--- src/rtl/fetch_stage.sv ---
// Instruction-fetch stage: owns the PC, fetches one word per request from
// instruction memory, and hands it to decode through a valid/ready IF/ID register.
module fetch_stage #(
  parameter logic [63:0] RESET_PC = 64'd0,
  parameter int          TIMEOUT  = 16
) (
  input  logic        clk,
  input  logic        reset,
  input  logic [63:0] pc_next,
  input  logic        flush,
  input  logic [63:0] flush_pc,
  output logic [63:0] pc_out,
  output logic        imem_req,
  output logic [63:0] imem_addr,
  input  logic        imem_ack,
  input  logic [31:0] imem_rdata,
  output logic        inst_valid,
  input  logic        inst_ready,
  output logic [31:0] inst_out,
  output logic [63:0] inst_pc,
  output logic        fetch_err
);

  // Handshakes: imem completes a read in the cycle imem_ack is high while
  // imem_req is high; an instruction moves to decode on the rising edge where
  // inst_valid and inst_ready are both high. flush overrides both.
  typedef enum logic [1:0] {
    ST_IDLE = 2'd0,
    ST_WAIT = 2'd1,
    ST_FULL = 2'd2
  } state_t;

  localparam logic [7:0] ERR_CNT = 8'(TIMEOUT - 1);

  state_t      state_q, state_d;
  logic [63:0] pc_q, pc_d;
  logic        inst_valid_q, inst_valid_d;
  logic [31:0] inst_q, inst_d;
  logic [63:0] inst_pc_q, inst_pc_d;
  logic        err_q, err_d;
  logic [7:0]  wait_cnt_q, wait_cnt_d;
  logic [7:0]  wait_cnt_inc;

  assign wait_cnt_inc = (wait_cnt_q == 8'hFF) ? wait_cnt_q : wait_cnt_q + 8'd1;

  always_comb begin
    state_d      = state_q;
    pc_d         = pc_q;
    inst_valid_d = inst_valid_q;
    inst_d       = inst_q;
    inst_pc_d    = inst_pc_q;
    err_d        = err_q;
    wait_cnt_d   = wait_cnt_q;
    if (flush) begin
      // Any ack this cycle is dropped; IDLE withdraws the old request for a cycle.
      inst_valid_d = 1'b0;
      pc_d         = {flush_pc[63:2], 2'b00};
      state_d      = ST_IDLE;
    end else begin
      case (state_q)
        ST_IDLE: begin
          state_d    = ST_WAIT;
          wait_cnt_d = 8'd0;
        end
        ST_WAIT: begin
          if (imem_ack) begin
            inst_d       = imem_rdata;
            inst_pc_d    = pc_q;
            inst_valid_d = 1'b1;
            pc_d         = {pc_next[63:2], 2'b00};
            state_d      = ST_FULL;
          end else begin
            wait_cnt_d = wait_cnt_inc;
            if (wait_cnt_inc >= ERR_CNT) err_d = 1'b1;
          end
        end
        ST_FULL: begin
          if (inst_ready) begin
            inst_valid_d = 1'b0;
            state_d      = ST_WAIT;
            wait_cnt_d   = 8'd0;
          end
        end
        default: state_d = ST_IDLE;
      endcase
    end
  end

  always_ff @(posedge clk) begin
    if (reset) begin
      state_q      <= ST_IDLE;
      pc_q         <= {RESET_PC[63:2], 2'b00};
      inst_valid_q <= 1'b0;
      inst_q       <= 32'd0;
      inst_pc_q    <= 64'd0;
      err_q        <= 1'b0;
      wait_cnt_q   <= 8'd0;
    end else begin
      state_q      <= state_d;
      pc_q         <= pc_d;
      inst_valid_q <= inst_valid_d;
      inst_q       <= inst_d;
      inst_pc_q    <= inst_pc_d;
      err_q        <= err_d;
      wait_cnt_q   <= wait_cnt_d;
    end
  end

  assign pc_out     = pc_q;
  assign imem_addr  = pc_q;
  assign imem_req   = (state_q == ST_WAIT);
  assign inst_valid = inst_valid_q;
  assign inst_out   = inst_q;
  assign inst_pc    = inst_pc_q;
  assign fetch_err  = err_q;

endmodule

--- config.mk ---
export PLATFORM = sky130hd
export DESIGN_NAME = fetch_stage
export DESIGN_NICKNAME = d
export VERILOG_FILES = /design/src/rtl/fetch_stage.sv
export SDC_FILE = /design/constraint.sdc
export NUM_CORES = 1
export LEC_CHECK = 0
export ABC_AREA = 1
export BUFFER_PORTS_ARGS = -buffer_cell sky130_fd_sc_hd__buf_2
export CORE_AREA = 2 2 151 153
export CTS_CLUSTER_SIZE = 20
export DETAILED_ROUTE_END_ITERATION = 16
export DIE_AREA = 0 0 153 155
export PLACE_DENSITY = 0.72
export SLEW_MARGIN = 5
export SYNTH_ARGS = -nofsm -noshare
export SYNTH_HDL_FRONTEND = slang
export SYNTH_SLANG_ARGS = --single-unit
--- constraint.sdc ---
create_clock -name clk -period 1.95 [get_ports clk]
set_input_delay 0.195 -clock clk [delete_from_list [all_inputs] [get_ports clk]]
set_output_delay 0.195 -clock clk [all_outputs]
set_load 0.02 [all_outputs]
# After elaboration in Yosys (flattened, before gate mapping)
# Cells that the tools add are included.
dict set report totals {
  wordCells 42
  ff_bits 168
  input_bits 165
}
dict set report classes {
  n_bitwise 2
  magnitude_cmp 1
  reduce_logical 12
  n_mux 13
  eq_ne 6
  add_sub_neg 1
}
# op count
set ops {}
lappend ops {{two-way mux 64 bit} 3}
lappend ops {{two-way mux 8 bit} 3}
lappend ops {{case mux 8 bit (3 select lines)} 1}
lappend ops {{adder 8 x 1 -> 8 bit, second input constant} 1}
lappend ops {{equality test 8 bit, second input constant} 1}
lappend ops {{>= comparator 8 x 4 -> 1 bit, second input constant} 1}
lappend ops {{AND reduction 4 bit} 2}
lappend ops {{case mux 2 bit (3 select lines)} 1}
lappend ops {{AND reduction 3 bit} 2}
lappend ops {{nonzero test 2 bit} 3}
lappend ops {{two-way mux 2 bit} 2}
lappend ops {{inequality test 2 bit, second input constant} 2}
lappend ops {{AND reduction 2 bit} 2}
lappend ops {{nonzero test 3 bit} 1}
lappend ops {{equality test 2 x 1 -> 1 bit, second input constant} 1}
lappend ops {{equality test 2 bit, second input constant} 1}
lappend ops {{zero test 2 bit} 1}
lappend ops {{two-way mux 1 bit} 2}
lappend ops {{inequality test 2 x 1 -> 1 bit, second input constant} 1}
lappend ops {{NOT 1 bit} 2}
lappend ops {{case mux 1 bit (2 select lines)} 1}
lappend ops {{OR reduction 2 bit} 1}

# Logic depth before layout (Yosys ltp)
dict set report depth {
  word_depth 4
  depth_mapped 11
}

# Least setup slack after synthesis
# No wires, ideal clock.
dict set report synth_path {
  path_type {flip-flop to flip-flop}
  from {register wait_cnt_q[0]}
  to {register err_q, in the netlist fetch_err}
  path_slack_ns 0.571
  path_stages_with_launch 11
  synth_period_minus_slack_ns 1.379
  required_ns 1.841
  arrival_time_ns 1.270
  cell_sequence {dfxtp_1 ha_1 nand2_1 o21ai_0 nand2_1 nor2_1 nand3_1 nand2_1 nand3_1 nand2_1 inv_1}
}
dict set report synth_via {
  elab_chain_len 4
  word_cells_on_any_way 5
  cone_classes {add/sub (1); order compare (1); eq/ne (1); mux (1); reduce/logical (1)}
}
# item line
set synth_lines {}
lappend synth_lines {{start: declaration} 41} ;# logic [7:0] wait_cnt_q, wait_cnt_d;
lappend synth_lines {{start signal: assignment} 105} ;# wait_cnt_q <= wait_cnt_d;
lappend synth_lines {{adder 8 x 1 -> 8 bit or equality test 8 bit (tied branches)} 44} ;# assign wait_cnt_inc = (wait_cnt_q == 8'hFF) ? wait_cnt_q : wait_cnt_q + 8'd1;
lappend synth_lines {{two-way mux 8 bit (*)} 44}
lappend synth_lines {{>= comparator 8 x 4 -> 1 bit (*)} 74} ;# if (wait_cnt_inc >= ERR_CNT) err_d = 1'b1;
lappend synth_lines {{AND reduction 4 bit (no line) (*)} --}
lappend synth_lines {{end signal: assignment} 104} ;# err_q <= err_d;
lappend synth_lines {{end: declaration} 40} ;# logic err_q, err_d;
# Mark *: on every way between the ends. The rest lies on a longest branch, timed or not.
# A chain may end at the register's enable or synchronous reset.

# Final worst setup path
dict set report layout_path {
  from {register state_q[0]}
  to {register inst_pc_q[34], in the netlist inst_pc[34]}
}
dict set report layout_via {
  elab_chain_len 2
}
# item line
set layout_lines {}
lappend layout_lines {{start: declaration} 35} ;# state_t state_q, state_d;
lappend layout_lines {{start signal: assignment} 99} ;# state_q <= state_d;
lappend layout_lines {{equality test 2 x 1 -> 1 bit} 60} ;# case (state_q)
lappend layout_lines {{AND reduction 3 bit (no line)} --}
lappend layout_lines {{end signal: assignment} 103} ;# inst_pc_q <= inst_pc_d;
lappend layout_lines {{end: declaration} 39} ;# logic [63:0] inst_pc_q, inst_pc_d;
# No other way between the ends.

==> results.txt <==
- Met2 routed wirelength: 10800 µm
- Final std cells w/o fill: 1541
- DRC violation count after routing: 0
* Vias/cell: 4.69
- Clock tree from TritonCTS: yes
- I/O Buffers: 381
- At the later pin of the worst-skew pair, clock insertion delay measures 0.41 ns.
* Final Cycle Share: 0.821
- The die covers 23700 µm².
- Clock network power share: 0.405
* Maximum net fanout on the critical path: 32
- Cell family with the largest share of critical-path delay: buffers and inverters
- In the final timing run, aggregate negative setup slack is 0 ns.
* Top sig layer: met4
- Across the whole layout, storage elements account for 3360 µm².
* Slowest cell on crit path: sky130_fd_sc_hd__dfxtp_1
* Library cell occupying the most area in the post-synthesis netlist: sky130_fd_sc_hd__dfxtp_1
- CP Buf/Inv Count: 3
- Synthesized area per cell: 7.61 µm²
- Startpoint Class: flop
* Max transition margin: 0.477
* Netlist area before placement: 7140 µm²
- Worst path most repeated cell: sky130_fd_sc_hd__nor2_1
* Routed wire per std cell: 14.3 µm
- Asr flop ratio synth: 0
* CTS sink count: 168
- The internal power of the cells totals 6.05 mW.
* Vias in the first global route: 6813
- Data arrival time of the critical path: 1.91 ns
- At the end of the flow, the number of nets in the layout was 1408.
* Number of ports placed on the die boundary: 392
- Post-route total power: 8.46 mW
- Clock-pin slew on the worst setup and hold paths: 0.07 ns
- Placed insts: 1490
- The tightest min-delay check is of the input port to flop type.
- Start-to-end type of the worst setup path: flop to flop
* Buffer type at the clock tree root: sky130_fd_sc_hd__clkbuf_16
- The first global-routing pass estimated 34500 µm of wire.
- Initial DRC count: 490
- The synthesized design contains 0 enable-type register cells.
- The largest single stage delay on the critical path is 0.37 ns.
- Hold is met by 0.0149 ns.
- Fraction of final layout cells sized beyond drive strength 1: 0.351
- Net switching share of the total power: 0.285
* Post-Syn Instances: 939
- Period minus WS final: 1.60 ns
- Total of fill cells in the finished design: 2248
* Leakage Power: 4.96 nW
- Power spread over the standard cell area amounts to 892 nW/µm².
- Final weighted congestion of routability-driven global placement: 0.828
- Summed over all nets, the half-perimeter wirelength after detailed placement is 15300 µm.
- For this run, the total global-route usage over all layers was measured as 0.179.
* Via Count: 7224
- Net switching power: 2.41 mW
- The initial utilization of the core area, before any placement, comes to 0.321.
* Area Growth Syn to Fin: 32.8%
- Most used flip-flop cell after synthesis: sky130_fd_sc_hd__dfxtp_1
* Pin count of the biggest net entering global routing: 160
- Result of the run: completed
* Met1 WL: 9340 µm
- Pins over their slew limit: 0
* Max-capacitance violation count: 0
* Horizontal extent of the die: 153 µm
- Number of failing setup endpoints in the final timing report: 0
- For this run the aggregate overflow at the end of global routing stands at 0.
- Final clock skew: 0.00665 ns
- After floorplanning, the core was divided into 55 placement rows.
- Counting distinct cell types in the post-synthesis netlist gives 31.
* Clock H-tree levels: 4
* Endpoint kind of the worst setup timing path: flop
* Cells taking the most area after synthesis: sky130_fd_sc_hd__dfxtp_1, sky130_fd_sc_hd__nor2_1, sky130_fd_sc_hd__nand2_1, sky130_fd_sc_hd__o21ai_0, sky130_fd_sc_hd__buf_4
- Measured along the y axis, the die boundary spans 155 µm.
- Sequential fraction of design power: 0.443
- The number of clock buffers added by TritonCTS is 17.
- The share of synthesized area in the top cell type comes to 0.471.
- Wires add up to 22100 µm.
- In this run the deepest clock path goes through 2 buffers.
- Maximum achievable frequency: 625 MHz
- For this run, the number of Yosys warnings is 0.
- The core region is 22200 µm².
- Synthesis-stage register bit count: 168
- Of the total power, combinational logic draws 0.152.
* Routed wl met3: 1490 µm
- Count of antenna-violating nets left after detailed routing: 0
- Req. time, crit path: 2.25 ns
* Antenna violations before repair: 0
* Footprint of the multi-input gates: 2810 µm²
- Of the synthesized area, sequential elements account for 0.471.
- Crit-path cells: nand2_1 -> inv_2 -> nand2_4 -> nor2_4 -> clkinv_2 -> buf_12 -> nor2_1 -> nor2_1
- Number of search-and-repair iterations in the first detailed-routing pass: 4
* Setup repair after global routing missed its margin: no
- Hold violation count in the final report: 0
* Share of the core filled with cells: 0.427
- Highest ir drop seen on vdd: 0.500 mV
- Slew at the pin closest to its max-slew limit: 0.785 ns
-- sequential cells by signal, summed over array words and instances (netlist names) --
register,flops
inst_pc,62
imem_addr,62
fetch_err,1
inst_out,32
inst_valid,1
state_q,2
wait_cnt_q,8
-- worst register-to-register path: cells and delay by family (launching register included) --
family	cells	cell delay [ns]
buffers and inverters	3	0.61
flip-flops	1	0.37
AND/OR/NAND/NOR	5	0.52
-- layout by cell type, fill, tap and decap left out, types with 2 or more instances in the layout --
| cell type | count |
|---|---|
| sky130_fd_sc_hd__nor2_4 | 3 |
| sky130_fd_sc_hd__o21ai_0 | 105 |
| sky130_fd_sc_hd__a21oi_1 | 11 |
| sky130_fd_sc_hd__buf_12 | 7 |
| sky130_fd_sc_hd__nand2_4 | 3 |
| sky130_fd_sc_hd__dlygate4sd3_1 | 18 |
| sky130_fd_sc_hd__clkbuf_16 | 17 |
| sky130_fd_sc_hd__conb_1 | 6 |
| sky130_fd_sc_hd__o21bai_1 | 2 |
| sky130_fd_sc_hd__nand2_2 | 2 |
| sky130_fd_sc_hd__clkbuf_8 | 2 |
| sky130_fd_sc_hd__a31oi_1 | 62 |
| sky130_fd_sc_hd__clkinv_4 | 2 |
| sky130_fd_sc_hd__nor2_1 | 199 |
| sky130_fd_sc_hd__bufinv_16 | 2 |
| sky130_fd_sc_hd__inv_6 | 4 |
| sky130_fd_sc_hd__buf_2 | 381 |
| sky130_fd_sc_hd__o21ai_1 | 53 |
| sky130_fd_sc_hd__clkinv_2 | 2 |
| sky130_fd_sc_hd__nand3_1 | 10 |
| sky130_fd_sc_hd__inv_2 | 4 |
| sky130_fd_sc_hd__nor3_1 | 2 |
| sky130_fd_sc_hd__dfxtp_1 | 168 |
| sky130_fd_sc_hd__clkinvlp_4 | 3 |
| sky130_fd_sc_hd__inv_1 | 16 |
| sky130_fd_sc_hd__nand2_1 | 154 |
| sky130_fd_sc_hd__buf_4 | 6 |
-- cells by family after synthesis --
| family | synth area share |
|---|---|
| AO/OA/AOI/OAI | 0.179 |
| XOR/XNOR | 0.00123 |
| adder cells (fa/ha/maj) | 0.00175 |
| buffers and inverters | 0.139 |
| flip-flops | 0.471 |
| other | 0.000525 |
| AND/OR/NAND/NOR | 0.208 |
-- area by class of cell --
class,instances,area share
repair buffers,412,0.240
multi-input cells,621,0.296
clock inverters,12,0.0148
clock buffers,20,0.0481
well taps,285,0.0376
inverters,22,0.00910
diodes,1,0.000264
flip-flops and latches,168,0.355
-- synth_stat cells (2+ instances only) --
master / instances
sky130_fd_sc_hd__buf_2: 22
sky130_fd_sc_hd__a21oi_1: 11
sky130_fd_sc_hd__nor2_1: 199
sky130_fd_sc_hd__nand2_1: 154
sky130_fd_sc_hd__o21ai_0: 105
sky130_fd_sc_hd__buf_4: 69
sky130_fd_sc_hd__inv_2: 5
sky130_fd_sc_hd__nand3_1: 10
sky130_fd_sc_hd__nand2_4: 3
sky130_fd_sc_hd__nor2_4: 3
sky130_fd_sc_hd__buf_6: 16
sky130_fd_sc_hd__nand2_2: 2
sky130_fd_sc_hd__inv_1: 16
sky130_fd_sc_hd__o21bai_1: 2
sky130_fd_sc_hd__nor3_1: 2
sky130_fd_sc_hd__clkbuf_1: 25
sky130_fd_sc_hd__dfxtp_1: 168
sky130_fd_sc_hd__a31oi_1: 62
sky130_fd_sc_hd__o21ai_1: 53
-- layer usage --
layer  up-vias  track usage
met2       280        0.312
met5         -            0
li1       3614            -
met1      3302        0.215
met4         0       0.0639
met3        28       0.0454
-- metrics by stage --
| stage | cell area [µm²] | setup WS, ns |
|---|---|---|
| 2_1_floorplan | 7160 | 0.571 |
| 3_3_place_gp | 8710 | 0.400 |
| 3_5_place_dp | 8710 | 0.359 |
| 4_1_cts | 9480 | 0.327 |
| 5_1_grt | 9480 | 0.160 |
| 6_report | 9490 | 0.349 |
-- worst paths after layout --
kind / from / end / slack [ns] / cells past startpoint
max: state_q[0]$_SDFFE_PP0P_ / inst_pc[34]$_SDFFE_PP0P_ / 0.35 / 8
min: imem_rdata[14] / inst_out[14]$_SDFFE_PP0P_ / 0.01 / 3
max reg2reg: state_q[0]$_SDFFE_PP0P_ / inst_pc[34]$_SDFFE_PP0P_ / 0.35 / 8
min reg2reg: inst_out[13]$_SDFFE_PP0P_ / inst_out[13]$_SDFFE_PP0P_ / 0.49 / 2
-- what timing repair did --
action	in CTS	in global routing
hold buffers	18	0
hold endpoints to repair	18	0
gates resized for setup	0	0
setup buffers	0	0
-- power groups by stage --
stage | Combinational (mW) | Clock, mW | Sequential, mW
finish | 1.29 | 3.42 | 3.75
global route | 1.40 | 3.67 | 3.78
CTS | 1.30 | 3.52 | 3.75
global placement | 1.26 | 0 | 3.82
floorplan | 0.680 | 0 | 4.01
detailed placement | 1.27 | 0 | 3.83
Note: power is estimated with default switching activity, not from simulation.
